### src/rtl/rv32_muldiv.sv
// rv32_muldiv
// Iterative RV32M multiply/divide unit that sits beside the EX-stage ALU.
// Every operation runs a fixed sequence: 32 CALC iterations (radix-2
// shift-add or restoring divide on operand magnitudes), then one FIX cycle
// for sign correction and divide-by-zero override, then one DONE cycle.
//
// Handshake: a request is accepted on any rising edge where start_in = 1,
// flush_in = 0 and the unit is in IDLE or DONE (busy_out = 0). Operands and
// op are sampled only on that edge. busy_out stays high from the accept edge
// until DONE is entered. done_out pulses for exactly the DONE cycle, and
// result_out is valid then and holds until the next completed operation.
// flush_in forces IDLE on the next edge and has priority over start_in.
//
// Ports:
//   clk        in   clock, rising edge
//   rst_n      in   asynchronous active-low reset
//   start_in   in   request strobe
//   op_in      in   funct3: MUL MULH MULHSU MULHU DIV DIVU REM REMU
//   rs1_in     in   operand 1 (32 bits)
//   rs2_in     in   operand 2 (32 bits)
//   flush_in   in   abort any operation in flight
//   busy_out   out  operation in progress (CALC or FIX)
//   done_out   out  one-cycle completion pulse
//   result_out out  32-bit result
module rv32_muldiv (
  input  logic        clk,
  input  logic        rst_n,
  input  logic        start_in,
  input  logic [2:0]  op_in,
  input  logic [31:0] rs1_in,
  input  logic [31:0] rs2_in,
  input  logic        flush_in,
  output logic        busy_out,
  output logic        done_out,
  output logic [31:0] result_out
);

  typedef enum logic [1:0] {
    S_IDLE = 2'd0,
    S_CALC = 2'd1,
    S_FIX  = 2'd2,
    S_DONE = 2'd3
  } state_e;

  // state_q is the FSM state; checkers bind to it directly.
  state_e      state_q, state_d;
  logic [5:0]  cnt_q, cnt_d;
  logic [2:0]  op_q, op_d;
  logic        sign1_q, sign1_d;
  logic        sign2_q, sign2_d;
  logic [31:0] rs1_q, rs1_d;      // raw rs1, returned for REM by zero
  logic [31:0] b_q, b_d;          // |rs2|: multiplicand or divisor
  logic [63:0] acc_q, acc_d;      // mul: {product hi, multiplier/lo}; div: [31:0] dividend -> quotient
  logic [32:0] rem_q, rem_d;      // partial remainder
  logic [31:0] result_q, result_d;

  logic accept;
  assign accept = start_in && !flush_in && ((state_q == S_IDLE) || (state_q == S_DONE));

  // ---------------- FSM ----------------
  always_comb begin
    state_d = state_q;
    if (flush_in) begin
      state_d = S_IDLE;
    end else begin
      unique case (state_q)
        S_IDLE:  if (start_in) state_d = S_CALC;
        S_CALC:  if (cnt_q == 6'd31) state_d = S_FIX;
        S_FIX:   state_d = S_DONE;
        S_DONE:  state_d = start_in ? S_CALC : S_IDLE;
        default: state_d = S_IDLE;
      endcase
    end
  end

  assign busy_out   = (state_q == S_CALC) || (state_q == S_FIX);
  assign done_out   = (state_q == S_DONE);
  assign result_out = result_q;

  // ---------------- operand decode ----------------
  logic        in_signed1, in_signed2;
  logic        in_sign1, in_sign2;
  logic [31:0] in_mag1, in_mag2;

  always_comb begin
    in_signed1 = 1'b0;
    in_signed2 = 1'b0;
    unique case (op_in)
      3'b000, 3'b001, 3'b100, 3'b110: begin  // MUL MULH DIV REM
        in_signed1 = 1'b1;
        in_signed2 = 1'b1;
      end
      3'b010:  in_signed1 = 1'b1;            // MULHSU
      default: ;                             // MULHU DIVU REMU
    endcase
  end

  assign in_sign1 = in_signed1 & rs1_in[31];
  assign in_sign2 = in_signed2 & rs2_in[31];
  // 0x80000000 negates to itself, which is the correct unsigned magnitude.
  assign in_mag1  = in_sign1 ? (~rs1_in + 32'd1) : rs1_in;
  assign in_mag2  = in_sign2 ? (~rs2_in + 32'd1) : rs2_in;

  // ---------------- iteration datapath ----------------
  logic [32:0] mul_sum;
  logic [33:0] div_trial;
  logic        div_borrow;

  // Shift-add: add multiplicand to the high half when the current multiplier
  // bit is set, then shift the 65-bit {carry, hi, lo} right by one.
  assign mul_sum = {1'b0, acc_q[63:32]} + {1'b0, (acc_q[0] ? b_q : 32'd0)};

  // Restoring divide: shift the next dividend bit into the remainder and
  // keep the difference only if it did not borrow.
  assign div_trial  = {rem_q, acc_q[31]} - {2'b00, b_q};
  assign div_borrow = div_trial[33];

  // ---------------- sign fix-up ----------------
  logic [63:0] prod_fix;
  logic [31:0] quot_fix, rem_fix, mul_res, div_res, fix_res;

  assign prod_fix = (sign1_q ^ sign2_q) ? (~acc_q + 64'd1) : acc_q;
  assign quot_fix = (sign1_q ^ sign2_q) ? (~acc_q[31:0] + 32'd1) : acc_q[31:0];
  assign rem_fix  = sign1_q ? (~rem_q[31:0] + 32'd1) : rem_q[31:0];
  assign mul_res  = (op_q[1:0] == 2'b00) ? prod_fix[31:0] : prod_fix[63:32];

  always_comb begin
    if (b_q == 32'd0) begin
      // b_q is zero exactly when rs2 was zero.
      div_res = op_q[1] ? rs1_q : 32'hFFFF_FFFF;
    end else begin
      div_res = op_q[1] ? rem_fix : quot_fix;
    end
  end

  assign fix_res = op_q[2] ? div_res : mul_res;

  // ---------------- next-state datapath ----------------
  always_comb begin
    cnt_d    = cnt_q;
    op_d     = op_q;
    sign1_d  = sign1_q;
    sign2_d  = sign2_q;
    rs1_d    = rs1_q;
    b_d      = b_q;
    acc_d    = acc_q;
    rem_d    = rem_q;
    result_d = result_q;

    if (accept) begin
      cnt_d   = 6'd0;
      op_d    = op_in;
      sign1_d = in_sign1;
      sign2_d = in_sign2;
      rs1_d   = rs1_in;
      b_d     = in_mag2;
      acc_d   = {32'd0, in_mag1};
      rem_d   = 33'd0;
    end else if (!flush_in && (state_q == S_CALC)) begin
      cnt_d = cnt_q + 6'd1;
      if (op_q[2]) begin
        rem_d = div_borrow ? {rem_q[31:0], acc_q[31]} : div_trial[32:0];
        acc_d = {acc_q[63:32], acc_q[30:0], ~div_borrow};
      end else begin
        acc_d = {mul_sum, acc_q[31:1]};
      end
    end else if (!flush_in && (state_q == S_FIX)) begin
      result_d = fix_res;
    end
  end

  always_ff @(posedge clk or negedge rst_n) begin
    if (!rst_n) begin
      state_q  <= S_IDLE;
      cnt_q    <= 6'd0;
      op_q     <= 3'd0;
      sign1_q  <= 1'b0;
      sign2_q  <= 1'b0;
      rs1_q    <= 32'd0;
      b_q      <= 32'd0;
      acc_q    <= 64'd0;
      rem_q    <= 33'd0;
      result_q <= 32'd0;
    end else begin
      state_q  <= state_d;
      cnt_q    <= cnt_d;
      op_q     <= op_d;
      sign1_q  <= sign1_d;
      sign2_q  <= sign2_d;
      rs1_q    <= rs1_d;
      b_q      <= b_d;
      acc_q    <= acc_d;
      rem_q    <= rem_d;
      result_q <= result_d;
    end
  end

endmodule

### config.mk
export PLATFORM = sky130hd
export DESIGN_NAME = rv32_muldiv
export DESIGN_NICKNAME = d
export VERILOG_FILES = /design/src/rtl/rv32_muldiv.sv
export SDC_FILE = /design/constraint.sdc
export NUM_CORES = 1
export LEC_CHECK = 0
export CAP_MARGIN = 20
export CORE_MARGIN = 4
export CORE_UTILIZATION = 40
export DETAILED_ROUTE_END_ITERATION = 10
export PLACE_DENSITY = 0.68
export SLEW_MARGIN = 5
export SYNTH_ARGS = -nofsm -noshare
export SYNTH_HDL_FRONTEND = slang
export SYNTH_SLANG_ARGS = --single-unit
### constraint.sdc
create_clock -name clk -period 5.9 [get_ports clk]
set_input_delay 1.18 -clock clk [delete_from_list [all_inputs] [get_ports clk]]
set_output_delay 1.18 -clock clk [all_outputs]
set_load 0.02 [all_outputs]
==> qor.yml <==
status: "completed"
drv_cap: 0
overflow: 0
initial_core_util: 0.407
finalCritPeriodShare: 0.744
antenna_left: 0
path_cells: "inv_1 > buf_4 > nor2_1 > ha_1 > a2111oi_0 > o21ai_0 > a31oi_1 > a21oi_1 > nor4_1 > o31ai_1 > and2_1 > a221oi_1 > xnor2_1 > a22o_1"
synth_area_per_cell_um2: 8.00
grt_pass1_vias: 14700
io_buffers: 104
clock_latency_ns: 0.55
drive_gt1_frac: 0.0463
critPathSlowestCell: "dfrtp_1"
cts_buffers: 27
finalNetCount: 2222
design.core.area_um2: 40000
pin_count: 105
cp_max_fo: 30
diodes: 0
place_hpwl_um: 42500
report.final.slew_viol_count: 0
rsz0062_at_grt: "no"
path_buf_inv: 2
clock.fmax_ghz: 0.228
wl_per_cell_um: 21.4
clk_pin_slew_worst_paths_ns: 0.06
syn_to_final_growth_pct: 14.4
cts_tree: "built"
gp_congestion: 0.964
critPathTopFamily: "compound AO/OA/AOI/OAI gates"
hold_violations: 0
ir_drop_uv: 247
slew_headroom: 0.371
ff_latch_area_um2: 5160
hold_path_class: "register to register"
crit_type: "register to register"
root_buffer: "clkbuf_16"
grt_usage: 0.244
required_ns: 6.34
clockBufferDepth: 3
synth_area_leaders: "dfrtp_1 (32%), nand2_1 (6.6%), xnor2_1 (6.1%), o21ai_0 (5.7%), ha_1 (5.7%)"
grt_max_degree: 114
synth_area_um2: 16300
ys_seq_area_frac: 0.316
cp-end-kind: "register"
dr.first_iter.drc_count: 1779
crit_path_start_kind: "register"
synth_cells: 2037
antenna_found_initial: 0
async_flop_share: 1.00
power_density_nw_per_um2: 522
dieWidth_um: 210
worst_ep_arrival_time_ns: 4.83
fin_setup_tns_ns: 0
ys_warn_count: 0
grt_pass1_wl_um: 86300
htreeDepth: 1
setup_viol: 0
cts_resized: 0
ys_seq_elements: 206
post-synth-top-area-fraction: 0.316
ys_types: 71
dr.pass1.iters: 5
fill_cells: 3939
hold_buffers: 0
cellLeakagePower_nw: 8.02
num_rows: 73
post-synth-top-count-cell: "nand2_1"
fin_crit_ns: 4.39
route.vias.total: 15600
die_h_um: 210
synth-edff-count: 0
synth_top_cell_by_area: "dfrtp_1"
route.detailed.drc: 0
yosys-top-cells-count: "nand2_1 (285), dfrtp_1 (206), nor2_1 (193)"
synth_ff_type: "dfrtp_1"
dp_slack_ns: 1.60
fin_worst_skew_ns: 0.0121
clock-sinks: 206
slowest_delay_ns: 0.61
drt-total-wl_um: 56000
multiInputGateArea_um2: 10400
cts_setup_buffers: 0
fin_ws_ns: 1.51
vias_per_cell: 5.94
synth_nets: 2184
die_area_um2: 44000
tightestPinTransition_ns: 0.942
metal layers:
layer / routed length (um) / track usage
met5: 0 / 0
met4: 3130 / 0.116
met3: 3930 / 0.0274
met2: 24100 / 0.372
met1: 24900 / 0.348
power by group:
group	total (mW)	leakage, nW	switching, mW	internal [mW]
clock network	1.73	0.446	0.675	1.06
logic	5.25	4.94	3.21	2.04
registers	2.75	2.63	0.807	1.95
layout by cell type (no fill, tap or decap), drive strengths merged, types with 19 or more instances in the layout:
| cell type | count |
|---|---|
| a211oi | 34 |
| a21o | 24 |
| a21oi | 174 |
| a221oi | 23 |
| a22o | 26 |
| a31oi | 19 |
| buf | 22 |
| clkbuf | 36 |
| clkdlybuf4s50 | 103 |
| dfrtp | 206 |
| ha | 74 |
| inv | 66 |
| mux2i | 59 |
| nand2 | 285 |
| nand3 | 27 |
| nor2 | 194 |
| nor3 | 41 |
| nor4 | 27 |
| o21ai | 191 |
| o31ai | 24 |
| xnor2 | 113 |
| xor2 | 98 |
registers in the layout, indices dropped and copies added (netlist names):
signal,cells
acc_q,64
rem_q,33
b_q,32
result_out,32
rs1_q,32
cnt_q,6
op_q,3
state_q,2
sign1_q,1
sign2_q,1
layout make-up:
class	instances	share of cell area
Inverter	65	0.0131
Sequential cell	206	0.276
Tap cell	525	0.0352
Multi-Input combinational cell	1649	0.559
Clock inverter	15	0.0105
Timing Repair Buffer	126	0.0666
Clock buffer	35	0.0394
tightest hold or removal path, delay by kind of cell, from the launching register on:
kind,cells,cell delay [ns]
flops,1,0.34
compound gates,1,0.06
simple gates,1,0.04
cell families (layout without fill, tap and decap cells):
logic type               after synthesis  in the layout  share of synthesized area
buffers and inverters                182            241                     0.0475
AND/OR/NAND/NOR                      686            686                      0.190
multiplexers                          60             60                     0.0369
AO/OA/AOI/OAI                        616            616                      0.236
XOR/XNOR                             211            211                      0.113
adder cells (fa/ha/maj)               76             76                     0.0593
flip-flops                           206            206                      0.316
worst paths after layout:
| kind | from | endpoint | slack, ns | cells after the start |
|---|---|---|---|---|
| worst max-delay path | acc_q[0] | acc_q[62] | 1.51 | 14 |
| worst min-delay path | result_out[2] | result_out[2] | 0.48 | 2 |
| worst max register to register | acc_q[0] | acc_q[62] | 1.51 | 14 |
| worst min register to register | result_out[2] | result_out[2] | 0.48 | 2 |
| max in group asynchronous | rst_n | op_q[2] | 4.09 | 2 |
| min in group asynchronous | rst_n | cnt_q[2] | 0.67 | 1 |
stage by stage:
stage | area (um2) | power, mW | hold slack (ns) | util | instances
detailed placement | 17700 | 7.91 | 0.464 | 0.442 | 2570
global route | 18600 | 10.4 | 0.503 | 0.466 | 2621
global placement | 17700 | 7.83 | 0.458 | 0.442 | 2570
finish | 18600 | 9.74 | 0.475 | 0.466 | 2621
CTS | 18600 | 9.66 | 0.478 | 0.465 | 2620
floorplan | 16300 | 6.21 | 0.440 | - | 2037
Note: power is estimated with default switching activity, not from simulation.
